**src/rtl/flag_unit.sv**
```systemverilog
// ---------------------------------------------------------------------------
// flag_unit -- producer side of the branch condition flags.
//
// Holds the architectural flag register {Z, V, N} consumed by the next-PC
// logic. Z and N are derived from the EX-stage ALU result, and V comes from
// the ALU overflow. Each bit is written under the EX opcode write mask.
//
// The unit also detects a flag read-after-write hazard between a conditional
// branch in ID and a flag-writing instruction in EX. On such a hazard it
// raises a one-cycle stall to the pipeline control.
//
// Optional feature (macro FLAG_STALL_CNT_EN):
//   defined   : stall_cnt counts unfrozen stall cycles and saturates at
//               all-ones.
//   undefined : stall_cnt is tied to zero and no counter flops exist.
//
// Parameters:
//   DW           ALU result width
//   STALL_CNT_W  width of the optional stall counter
//
// Ports:
//   clk           in   system clock, rising edge
//   rst_n         in   asynchronous active-low reset
//   freeze        in   global pipeline hold; all state holds
//   ex_valid      in   EX instruction is live
//   ex_flag_mask  in   flags written by EX instruction, {Z,V,N}
//   ex_result     in   ALU result of EX instruction
//   ex_ovf        in   ALU signed overflow of EX instruction
//   id_valid      in   ID instruction is live
//   id_branch     in   ID instruction is a conditional branch
//   id_ccc        in   branch condition code of ID instruction
//   flags         out  registered flag register {Z,V,N}
//   stall         out  hold PC and IF/ID, bubble into EX
//   stall_cnt     out  stall cycle count (optional feature)
// ---------------------------------------------------------------------------
module flag_unit #(
  parameter int DW          = 16,
  parameter int STALL_CNT_W = 16
) (
  input  logic                   clk,
  input  logic                   rst_n,
  input  logic                   freeze,
  input  logic                   ex_valid,
  input  logic [2:0]             ex_flag_mask,
  input  logic [DW-1:0]          ex_result,
  input  logic                   ex_ovf,
  input  logic                   id_valid,
  input  logic                   id_branch,
  input  logic [2:0]             id_ccc,
  output logic [2:0]             flags,
  output logic                   stall,
  output logic [STALL_CNT_W-1:0] stall_cnt
);

  typedef enum logic {
    RUN  = 1'b0,
    HOLD = 1'b1
  } state_t;

  state_t     state_q, state_d;
  logic [2:0] flags_q, flags_d;
  logic [2:0] new_flags;
  logic [2:0] need;
  logic       hz;

  // New flag values from the EX instruction, in {Z,V,N} order.
  assign new_flags = {(ex_result == '0), ex_ovf, ex_result[DW-1]};

  // Flags each branch condition code reads.
  always_comb begin
    need = 3'b000;
    case (id_ccc)
      3'b000:  need = 3'b100;
      3'b001:  need = 3'b100;
      3'b010:  need = 3'b101;
      3'b011:  need = 3'b001;
      3'b100:  need = 3'b101;
      3'b101:  need = 3'b101;
      3'b110:  need = 3'b010;
      default: need = 3'b000;
    endcase
  end

  assign hz = id_valid & id_branch & ex_valid & (|(need & ex_flag_mask));

  // Per-bit masked update. Killed or bubble EX slots (ex_valid=0) never write.
  always_comb begin
    flags_d = flags_q;
    if (ex_valid && !freeze) begin
      for (int i = 0; i < 3; i++) begin
        if (ex_flag_mask[i]) flags_d[i] = new_flags[i];
      end
    end
  end

  // HOLD covers the cycle after an unfrozen stall. The bubble is then in EX,
  // and the producer's flags are already registered, so the branch may proceed.
  // A frozen stall stays in RUN so that the stall remains asserted.
  // The stall is also gated with rst_n. This keeps the stall low while reset
  // is asserted, even if hazard inputs are present.
  always_comb begin
    state_d = state_q;
    stall   = 1'b0;
    case (state_q)
      RUN: begin
        stall = hz & rst_n;
        if (hz && !freeze) state_d = HOLD;
      end
      HOLD: begin
        if (!freeze) state_d = RUN;
      end
      default: state_d = RUN;
    endcase
  end

  always_ff @(posedge clk or negedge rst_n) begin
    if (!rst_n) begin
      state_q <= RUN;
      flags_q <= 3'b000;
    end else begin
      state_q <= state_d;
      flags_q <= flags_d;
    end
  end

  assign flags = flags_q;

`ifdef FLAG_STALL_CNT_EN
  logic [STALL_CNT_W-1:0] stall_cnt_q, stall_cnt_d;

  // Count only stall cycles that actually advance the pipeline.
  // Saturate at all-ones.
  always_comb begin
    stall_cnt_d = stall_cnt_q;
    if (stall && !freeze && (stall_cnt_q != {STALL_CNT_W{1'b1}}))
      stall_cnt_d = stall_cnt_q + {{(STALL_CNT_W-1){1'b0}}, 1'b1};
  end

  always_ff @(posedge clk or negedge rst_n) begin
    if (!rst_n) stall_cnt_q <= '0;
    else        stall_cnt_q <= stall_cnt_d;
  end

  assign stall_cnt = stall_cnt_q;
`else
  assign stall_cnt = '0;
`endif

endmodule

```
**config.mk**
```make
export PLATFORM = sky130hd
export DESIGN_NAME = flag_unit
export DESIGN_NICKNAME = d
export VERILOG_FILES = /design/src/rtl/flag_unit.sv
export SDC_FILE = /design/constraint.sdc
export NUM_CORES = 1
export LEC_CHECK = 0
export BUFFER_PORTS_ARGS = -buffer_cell sky130_fd_sc_hd__buf_2
export CAP_MARGIN = 20
export CORE_AREA = 2 2 39 41
export CTS_CLUSTER_SIZE = 24
export DETAILED_ROUTE_END_ITERATION = 7
export DIE_AREA = 0 0 41 43
export PLACE_DENSITY_LB_ADDON = 0.2
export SLEW_MARGIN = 20
export SYNTH_ARGS = -nofsm -noshare
export SYNTH_HDL_FRONTEND = slang
export SYNTH_SLANG_ARGS = --single-unit
```
**constraint.sdc**
```tcl
create_clock -name clk -period 1.9 [get_ports clk]
set_clock_uncertainty 0.2 [all_clocks]
set_input_delay 0.095 -clock clk [delete_from_list [all_inputs] [get_ports clk]]
set_output_delay 0.095 -clock clk [all_outputs]
set_load 0.05 [all_outputs]
```
# Word level (Yosys, flattened, before mapping)
# Index checks and enable logic that the tools add are counted.
[classes] eq_ne=6 div=0 add_sub_neg=0 muxes=5 shifts=0 bitwise_logic=6 n_mul=0 n_lt_le_gt_ge=0 reduce_logical=11
[op_table] operator="$logic_not A16 Y1" n=1
[op_table] operator="$pmux W3 S4" n=1
[op_table] operator="$eq A3 B3 Y1 const B" n=3
[op_table] operator="$eq A3 B2 Y1 const B" n=2
[op_table] operator="$reduce_and A2 Y1" n=3
[op_table] operator="$reduce_or A3 Y1" n=2
[op_table] operator="$and A1 B1 Y1" n=4
[op_table] operator="$and A3 B3 Y3" n=1
[op_table] operator="$eq A3 B1 Y1 const B" n=1
[op_table] operator="$logic_not A3 Y1" n=1
[op_table] operator="$mux W1" n=3
[op_table] operator="$logic_and A1 B1 Y1" n=2
[op_table] operator="$pmux W1 S2" n=1
[op_table] operator="$reduce_or A2 Y1" n=1
[op_table] operator="$logic_not A1 Y1" n=1
[op_table] operator="$not A1 Y1" n=1
[totals] rom_bits=0 mem_bits_rw=0 register_bits=4 latchBits=0 word_cells=32 mem_count=0 out_inout_bits=20

# Depth between registers and ports, before layout
# Gate-level depths: netlist (run 1).
[logic_depth] ltp_word=9 ltp_mapped=3

# Worst setup path before layout (run 1)
# OpenSTA, ideal clock, no wires.
[synth_timing] path_type="reg2out" from="register state_q" to="output port stall" t_arrival_ns=1.111 n_path_buf=0 path_slack_ns=0.494 path_stages_with_launch=4 required_time_ns=1.605 path_cell_list="dfrtp_1 -> and4b_1 -> nand2_1 -> a21oi_2"
[synth_between] elab_chain_len=1
[synth_rtl] element="from (decl)" line="60" rtl="state_t state_q, state_d;"
[synth_rtl] element="from (signal assigned)" line="121" rtl="state_q <= state_d;"
[synth_rtl] element="$mux W1" line="104" rtl="case (state_q)"
[synth_rtl] element="to (decl)" line="51" rtl="output logic stall,"
# No other way between the ends.

# Final worst setup path (run 1)
[layout_timing] from="input port ex_result[6]" to="register flags_q[2] (netlist: flags[2])"
[layout_between] elab_chain_len=1
[layout_rtl] element="from (decl)" line="45" rtl="input logic [DW-1:0] ex_result,"
[layout_rtl] element="$logic_not A16 Y1" line="67" rtl="assign new_flags = {(ex_result == '0), ex_ovf, ex_result[DW-1]};"
[layout_rtl] element="to (signal assigned)" line="122" rtl="flags_q <= flags_d;"
[layout_rtl] element="to (decl)" line="61" rtl="logic [2:0] flags_q, flags_d;"
# No other way between the ends.
# A chain may end at the register's enable or synchronous reset.

==> flow_summary.toml, run 1 <==
[yosys]
synthArstFlopShare_pct = 100
synth_area_um2 = 398
syn_inst = 46
synth_edf_count = 0
netlist-cell-type-count = 17
synth.avg_cell_area_um2 = 8.65
synth-seq-area-share_pct = 25.2
ys_warn_count = 0
synth_ff_type = "dfrtp_1"
ys_ff_latch = 4

[cells_and_area]
syn2layout_area_growth_pct = 63.2
diodes = 0
final_nets = 121
drive_gt1_share_pct = 45.6
final_cell_mix = "32 x buf_2, 16 x conb_1, 10 x dlygate4sd3_1, 5 x nand2_1, 4 x dfrtp_1"
final_common_cell = "buf_2"

[global_route]
grt_use_total_pct = 13.5
antenna_found_initial = 0
overflow = 0
grt_pass1_wl_um = 1530
grt_max_degree = 6
grt_pass1_vias = 433

[worst_setup_path]
critPathMaxFanout = 1
worstReg2RegStart = "state_q$_DFF_PN0_"
crit_cells = 6
setup.worst_path.end = "flags[2]$_DFFE_PN0P_"
rrSetupSlack_ps = 820
critPathLaunch = "ex_result[6]"
cp_num_buf_inv = 3
arrival_ps = 1710
reg2regPathDepth = 3
critPathKind = "input port to register"
slowest_stage = "dlygate4sd3_1"
reg2reg_to = "state_q$_DFF_PN0_"
critPathLaunchType = "input port"
required_ps = 1850
setup.worst_path.end_class = "register"
crit_path_max_incr_delay_ps = 590
critPathTopFamily = "buffers and inverters"
path_cells = "dlygate4sd3_1 -> buf_2 -> nor4_2 -> dlygate4sd3_1 -> nand4_1 -> mux2i_1"
crit_top_cell = "dlygate4sd3_1"

[floorplan]
num_io_pins = 49
core_um2 = 1380
rows = 14
die-height_um = 43
die_w_um = 41
die_area_um2 = 1760
start_util_pct = 28.8

[pwr]
power.density_nw_per_um2 = 599
vdd_drop_max_v = 0.000278
finalPower_mw = 0.389
p_leak_nw = 0.359

[sta]
fin_crit_sh_pct = 92.4
drv_slew = 0
min_period_ps = 1760
fin_hold_ws_ps = -20.7
setup_viol = 0
tns_ps = 0
finalHoldViolCount = 1
rsz0062_at_grt = "no"
max_freq_ghz = 0.569

[place]
hpwl_um = 739
place.gp.congestion = 0.632
numPortBuffers = 32

[flow_run]
drv_cap = 0

[worst_hold_path]
hold_path.class = "input port to register"
min-delay-start = "ex_result[10]"
hold_depth = 4

[routing]
final_antenna_net_count = 0
drt-wirelength-per-cell_um = 10.1
via_per_inst = 4.12
drc_errors = 0
vias = 437
drt_pre_antenna_iters = 1
first_iter_violations = 0
drt_wl_total_um = 1070

[clock_network]
cts_tree = "done"
clockRootBuffer = "clkbuf_4"
numCtsBuffers = 3
cts_setup_buffers = 0
numClockSinks = 4
htree_levels = 1
clkTransAtPathRegs_ps = 30
clockBufferDepth = 2
clk_latency_ps = 230

[status]
violations = "hold timing"
status = "finished, violations left"
state kept, by name, indices dropped and copies added, names as in the netlist:
signal and cells:
flags 3, state_q 1
cell families (layout without fill, tap and decap cells):
| kind of cell | after synthesis | count (layout) | synth area share (%) |
|---|---|---|---|
| and+or+nand+nor | 14 | 14 | 20.8 |
| buffers and inverters | 17 | 46 | 31.1 |
| AOI/OAI and AO/OA | 6 | 6 | 9.43 |
| other | 1 | 16 | 0.942 |
| muxes | 4 | 4 | 12.6 |
| DFF | 4 | 4 | 25.2 |
repair_timing:
action,in CTS,in global routing
hold buffers,12,0
endpoints found under the setup margin,0,1
gates resized for setup,0,2
hold endpoints to repair,7,0
area by class of cell:
type / instances / area, µm²
fill: 149 / 734
sequential: 4 / 100
timing repair buffer: 42 / 260
clock buffer: 3 / 22.5
inverter: 1 / 3.75
tap: 16 / 20.0
multi-input combinational: 40 / 243
per-stage QoR:
stage	instances	utilization [%]	hold slack [ps]	setup slack, ps	instance area [µm²]
after floorplan	61	-	-401	494	454
after global placement	93	37.2	-287	584	514
after detailed placement	93	37.2	-287	556	514
after CTS	108	47.5	2.31	132	657
after global routing	106	46.9	2.21	18.0	649
final	106	46.9	-20.7	144	649
worst reg2reg max path, cell delays in order, from the launching register on:
cell and delay, ps:
dfrtp_1 360, and4b_1 260, mux2i_1 70, a21oi_1 110
power breakdown:
part	switching [mW]	leakage, nW	internal [mW]	total, mW
clock	0.0299	0.0138	0.0703	0.100
sequential	0.00432	0.0513	0.0950	0.0993
combinational	0.131	0.293	0.0581	0.189
Yosys cell counts, drive strengths merged (2+ instances only):
library cell  count  area [µm²]
buf              16         120
nand2             5        18.8
a21oi             4        23.8
dfrtp             4         100
nor4              4        25.0
mux2              2        30.0
mux2i             2        20.0
per-layer routing:
metal | GRT usage [%] | up-vias | share of wire, %
met5 | 0 | - | 0
met2 | 23.8 | 30 | 57
met3 | 5.24 | 2 | 11
li1 | - | 219 | -
met1 | 11.7 | 186 | 31
met4 | 8.00 | 0 | 0.56
how the worst min path moves through the flow:
stage,end
3_3_place_gp,flags[1]$_DFFE_PN0P_
2_1_floorplan,flags[0]$_DFFE_PN0P_
5_1_grt,flags[2]$_DFFE_PN0P_
3_5_place_dp,flags[1]$_DFFE_PN0P_
6_report,flags[2]$_DFFE_PN0P_
4_1_cts,flags[1]$_DFFE_PN0P_
Power figures use the tool's default switching activity.
==> run 2: changes to the inputs <==
- ABC_AREA: unset -> 1
- CTS_BUF_LIST: unset -> sky130_fd_sc_hd__clkbuf_8
==> run 2 against run 1 <==
The run now ends clean. Sequential cell count unchanged. Utilization increased by 2.9 points. Final cell count increased by 18%. Power increased by 17%. Largest cell class unchanged. Via count increased by 14%. Sequential power decreased by 1%. Non-clock buffer count increased by 2. Maximum frequency increased by 2.3%. Clock-buffer cell count unchanged. Clock power increased by 77%.
==> flow_summary.toml, run 2 <==
[clock_network]
numCtsBuffers = 3
cts_resized = 0
clockRootBuffer = "clkbuf_8"
cts_tree = "done"
htree_levels = 1
clk_latency_ps = 220
clockBufferDepth = 2
cts_setup_buffers = 0
numClockSinks = 4
clkTransAtPathRegs_ps = 30

[routing]
drt_wl_total_um = 1040
drt-wirelength-per-cell_um = 8.30
final_antenna_net_count = 0
drt_pre_antenna_iters = 4
first_iter_violations = 4
via_per_inst = 3.98
drc_errors = 0
vias = 497

[sta]
tns_ps = 0
drv_slew = 0
rsz0062_at_grt = "no"
min_period_ps = 1720
fin_ws_ps = 183
fin_crit_sh_pct = 90.3
max_freq_ghz = 0.583
finalHoldViolCount = 0
setup_viol = 0

[worst_hold_path]
hold_path.class = "input port to register"
min-delay-start = "ex_flag_mask[1]"

[floorplan]
start_util_pct = 29.7
rows = 14
die-height_um = 43
num_io_pins = 49
die_w_um = 41
die_area_um2 = 1760
core_um2 = 1380

[worst_setup_path]
required_ps = 1840
crit_top_cell = "dlygate4sd3_1"
path_cells = "dlygate4sd3_1 -> buf_2 -> nor2_1 -> dlygate4sd3_1 -> nand4_1 -> o21ai_2"
critPathLaunch = "ex_result[6]"
critPathMaxFanout = 1
arrival_ps = 1660
critPathLaunchType = "input port"
crit_path_max_incr_delay_ps = 560
critPathKind = "input port to register"
setup.worst_path.end_class = "register"
slowest_stage = "dlygate4sd3_1"
worstReg2RegStart = "state_q$_DFF_PN0_"

[global_route]
use_met3_pct = 7.85
overflow = 0
grt_max_degree = 6
grtUsageMet2_pct = 23.8
grt_pass1_wl_um = 1670
antenna_found_initial = 0
grt_pass1_vias = 490
grt.met1_usage_pct = 12.9
grt_busiest_layer = "met2"
grt_use_total_pct = 14.3

[place]
place.gp.congestion = 0.686
dpl_cell_area_um2 = 528
numPortBuffers = 32
dp_slack_ps = 767
hpwl_um = 782

[yosys]
yosysMostFrequentCell = "buf_4"
synth_common_cells = "16 x buf_4, 11 x nand2_1, 11 x nor2_1"
post-synth-top-area-cell = "buf_4"
synth-seq-area-share_pct = 24.3
synth_ff_type = "dfrtp_1"
syn_inst = 63
ys_warn_count = 0
synth_edf_count = 0
synth.avg_cell_area_um2 = 6.53
synth_top_cells_by_area = "buf_4 29%, dfrtp_1 24%, nand2_1 10%, nor2_1 10%, inv_1 5.5%"
synthArstFlopShare_pct = 100
ys_ff_latch = 4
yosysTopAreaCellShare_pct = 29.2
synth_area_um2 = 412
netlist-cell-type-count = 14

[cells_and_area]
drive_gt1_share_pct = 33.0
diodes = 0
syn2layout_area_growth_pct = 67.5
final_nets = 140
final_cell_mix = "32 x buf_2, 16 x conb_1, 12 x dlygate4sd3_1, 11 x nand2_1, 11 x nor2_1"
final_common_cell = "buf_2"
finish.utilization_pct = 49.8
largest_reg_flops = 3
fin_area_um2 = 689

[status]
status = "complete, no violations"

[flow_run]
drv_cap = 0

[pwr]
power.density_nw_per_um2 = 657
vdd_drop_max_v = 0.000366
p_leak_nw = 0.410
-- run 2: cell types whose count changed in the layout (fill, tap and decap cells not counted), sizes merged, moves of 3 or more --
cell / before / now
nor2: 0 / 11
nand3: 0 / 4
o21ai: 1 / 4
nor4: 4 / 0
inv: 1 / 6
nand2: 5 / 11
a21oi: 4 / 1
-- run 2: cells by family (layout without fill, tap and decap cells) --
kind of cell           Yosys count  after routing  synth area share, %
AO/OA/AOI/OAI                    7              7                 10.6
buffers and inverters           22             53                 34.7
flip-flops                       4              4                 24.3
other                            1             16                0.911
AND/OR/NAND/NOR                 29             29                 29.5
-- run 2: power by group --
group	switching, mW	internal, mW	leakage, nW
registers	0.00450	0.0936	0.0526
clock network	0.0419	0.135	0.0216
logic	0.126	0.0521	0.335
total	0.173	0.281	0.410
-- run 2: worst paths after layout --
path | cells after the start | end | slack [ps]
min | 3 | flags[1]$_DFFE_PN0P_ | 0.7
min reg2reg | 2 | flags[1]$_DFFE_PN0P_ | 280
max in group asynchronous | 2 | flags[0]$_DFFE_PN0P_ | 1350
min in group asynchronous | 2 | state_q$_DFF_PN0_ | 20
max | 6 | flags[2]$_DFFE_PN0P_ | 180
max reg2reg | 3 | state_q$_DFF_PN0_ | 980
-- run 2: area by class of cell --
| class | count | area, µm² |
|---|---|---|
| Inverter | 6 | 22.5 |
| Fill cell | 161 | 694 |
| Tap cell | 16 | 20.0 |
| Sequential cell | 4 | 100 |
| Multi-Input combinational cell | 52 | 225 |
| Timing Repair Buffer | 44 | 280 |
| Clock buffer | 3 | 41.3 |
-- run 2: critical path, delay by kind of cell --
family / cells / cell delay (ps)
buf+inv: 3 / 1220
simple gates: 2 / 200
compound gates: 1 / 140
-- run 2: repair_timing --
action                                  in CTS  in global routing
hold buffers                                12                  0
endpoints found under the hold margin        8                  0
endpoints found under the setup margin       0                  0
-- run 2: through the flow --
stage	cells	hold slack [ps]	power [mW]
detailed placement	110	-290	0.258
floorplan	78	-401	0.240
CTS	125	10.2	0.459
finish	125	0.663	0.453
global placement	110	-288	0.256
global route	125	16.4	0.486
-- run 2: per-layer routing --
metal	routed length (µm)	share of wire, %
met1	363	35
met2	537	52
met3	128	12
met4	8	0.77
met5	0	0
==> run 3: changes to the inputs <==
- SETUP_SLACK_MARGIN: unset -> 0.3
==> run 3 against run 2 <==
Sequential cell count is the same. Clock-buffer cell count is the same. Utilization unchanged. Clock power hardly changed. Combinational power hardly changed. Register-to-register slack is essentially flat. Critical path type is now input port to primary output. Setup slack gained 250 ps.
==> flow_summary.toml, run 3 (synthesized netlist as in run 2, its figures left out) <==
[global_route]
grt_busiest_layer = "met2"
grt_pass1_vias = 471
grt.met1_usage_pct = 13.9
grtUsageMet2_pct = 22.8
antenna_found_initial = 0
grt_use_total_pct = 14.4
grt_max_degree = 6
use_met3_pct = 8.38
overflow = 0
grt_pass1_wl_um = 1680

[cells_and_area]
finish.utilization_pct = 49.8
final_cell_mix = "32 x buf_2, 16 x conb_1, 12 x dlygate4sd3_1, 11 x nand2_1, 11 x nor2_1"
final_nets = 140
fill_cells = 157
syn2layout_area_growth_pct = 67.5
largest_reg_flops = 3
final_common_cell = "buf_2"
drive_gt1_share_pct = 33.0
diodes = 0

[pwr]
p_leak_nw = 0.404
seq_power_share_pct = 21.7
switching_share_pct = 38.1
power_frac_comb_pct = 39.3
p_int_mw = 0.280
power.density_nw_per_um2 = 657
switchingPower_mw = 0.173
vdd_drop_max_v = 0.000366
p_clk_share_pct = 39.1

[routing]
via_per_inst = 3.94
first_iter_violations = 4
drt-wirelength-per-cell_um = 8.13
vias = 493
drt_pre_antenna_iters = 4
final_antenna_net_count = 0
drt_wl_total_um = 1020
drc_errors = 0

[worst_setup_path]
setup.worst_path.end_class = "primary output"
critPathMaxFanout = 5
critPathKind = "input port to primary output"
required_ps = 1600
rrSetupSlack_ps = 980
arrival_ps = 1170
critPathLaunchType = "input port"

[sta]
drv_slew = 0
rsz0062_at_grt = "no"
tns_ps = 0
setup_viol = 0
finalHoldViolCount = 0
max_freq_ghz = 0.680
min_period_ps = 1470
fin_crit_sh_pct = 77.4

[floorplan]
die_area_um2 = 1760
die-height_um = 43
num_io_pins = 49
die_w_um = 41
core_um2 = 1380
start_util_pct = 29.7
rows = 14

[clock_network]
clkTransAtPathRegs_ps = 30
numClockSinks = 4
cts_hold_buf = 12
cts_setup_buffers = 0
htree_levels = 1
cts_tree = "done"
cts_resized = 0
numCtsBuffers = 3
clk_latency_ps = 210
clockRootBuffer = "clkbuf_8"
clockBufferDepth = 2

[flow_run]
drv_cap = 0

[status]
status = "complete, no violations"

[place]
numPortBuffers = 32
hpwl_um = 782
place.gp.congestion = 0.686

[worst_hold_path]
hold_path.class = "input port to register"
-- run 3: path summary, 6_finish.rpt --
kind                                      start              endpoint  cells past startpoint
setup / recovery                          rst_n                 stall                      5
hold / removal                  ex_flag_mask[1]  flags[1]$_DFFE_PN0P_                      3
setup reg to reg              state_q$_DFF_PN0_     state_q$_DFF_PN0_                      3
hold reg to reg            flags[1]$_DFFE_PN0P_  flags[1]$_DFFE_PN0P_                      2
max in group asynchronous                 rst_n  flags[0]$_DFFE_PN0P_                      2
min in group asynchronous                 rst_n     state_q$_DFF_PN0_                      2
-- run 3: power by group through the flow --
stage	Combinational, mW	Clock, mW	Sequential (mW)
2_1_floorplan	0.117	0	0.123
3_3_place_gp	0.158	0	0.0984
3_5_place_dp	0.159	0	0.0993
4_1_cts	0.178	0.183	0.0985
5_1_grt	0.193	0.194	0.0991
6_report	0.178	0.177	0.0981
-- run 3: layer usage --
metal,vias up,share of wire (%)
li1,259,-
met1,199,35
met2,33,51
met3,2,13
met4,0,0.79
met5,-,0
-- run 3: area by class of cell --
type / instances / area [µm²] / share of cell area [%]
Timing Repair Buffer: 44 / 280 / 40.7
Multi-Input combinational cell: 52 / 225 / 32.7
Sequential cell: 4 / 100 / 14.5
Clock buffer: 3 / 41.3 / 5.99
Inverter: 6 / 22.5 / 3.27
Tap cell: 16 / 20.0 / 2.90
-- run 3: critical path, cell delays in order --
cell and delay, ps:
dlygate4sd3_1 520, buf_2 150, nand2_1 60, nor2_1 80, buf_2 260
-- run 3: through the flow --
| stage | power [mW] | area, µm² | instances | worst slack [ps] | hold WS (ps) |
|---|---|---|---|---|---|
| 2_1_floorplan | 0.240 | 468 | 78 | 492 | -401 |
| 3_3_place_gp | 0.256 | 528 | 110 | 777 | -288 |
| 3_5_place_dp | 0.258 | 528 | 110 | 767 | -290 |
| 4_1_cts | 0.459 | 689 | 125 | 416 | 10.2 |
| 5_1_grt | 0.486 | 689 | 125 | 327 | 16.4 |
| 6_report | 0.453 | 689 | 125 | 430 | 0.995 |
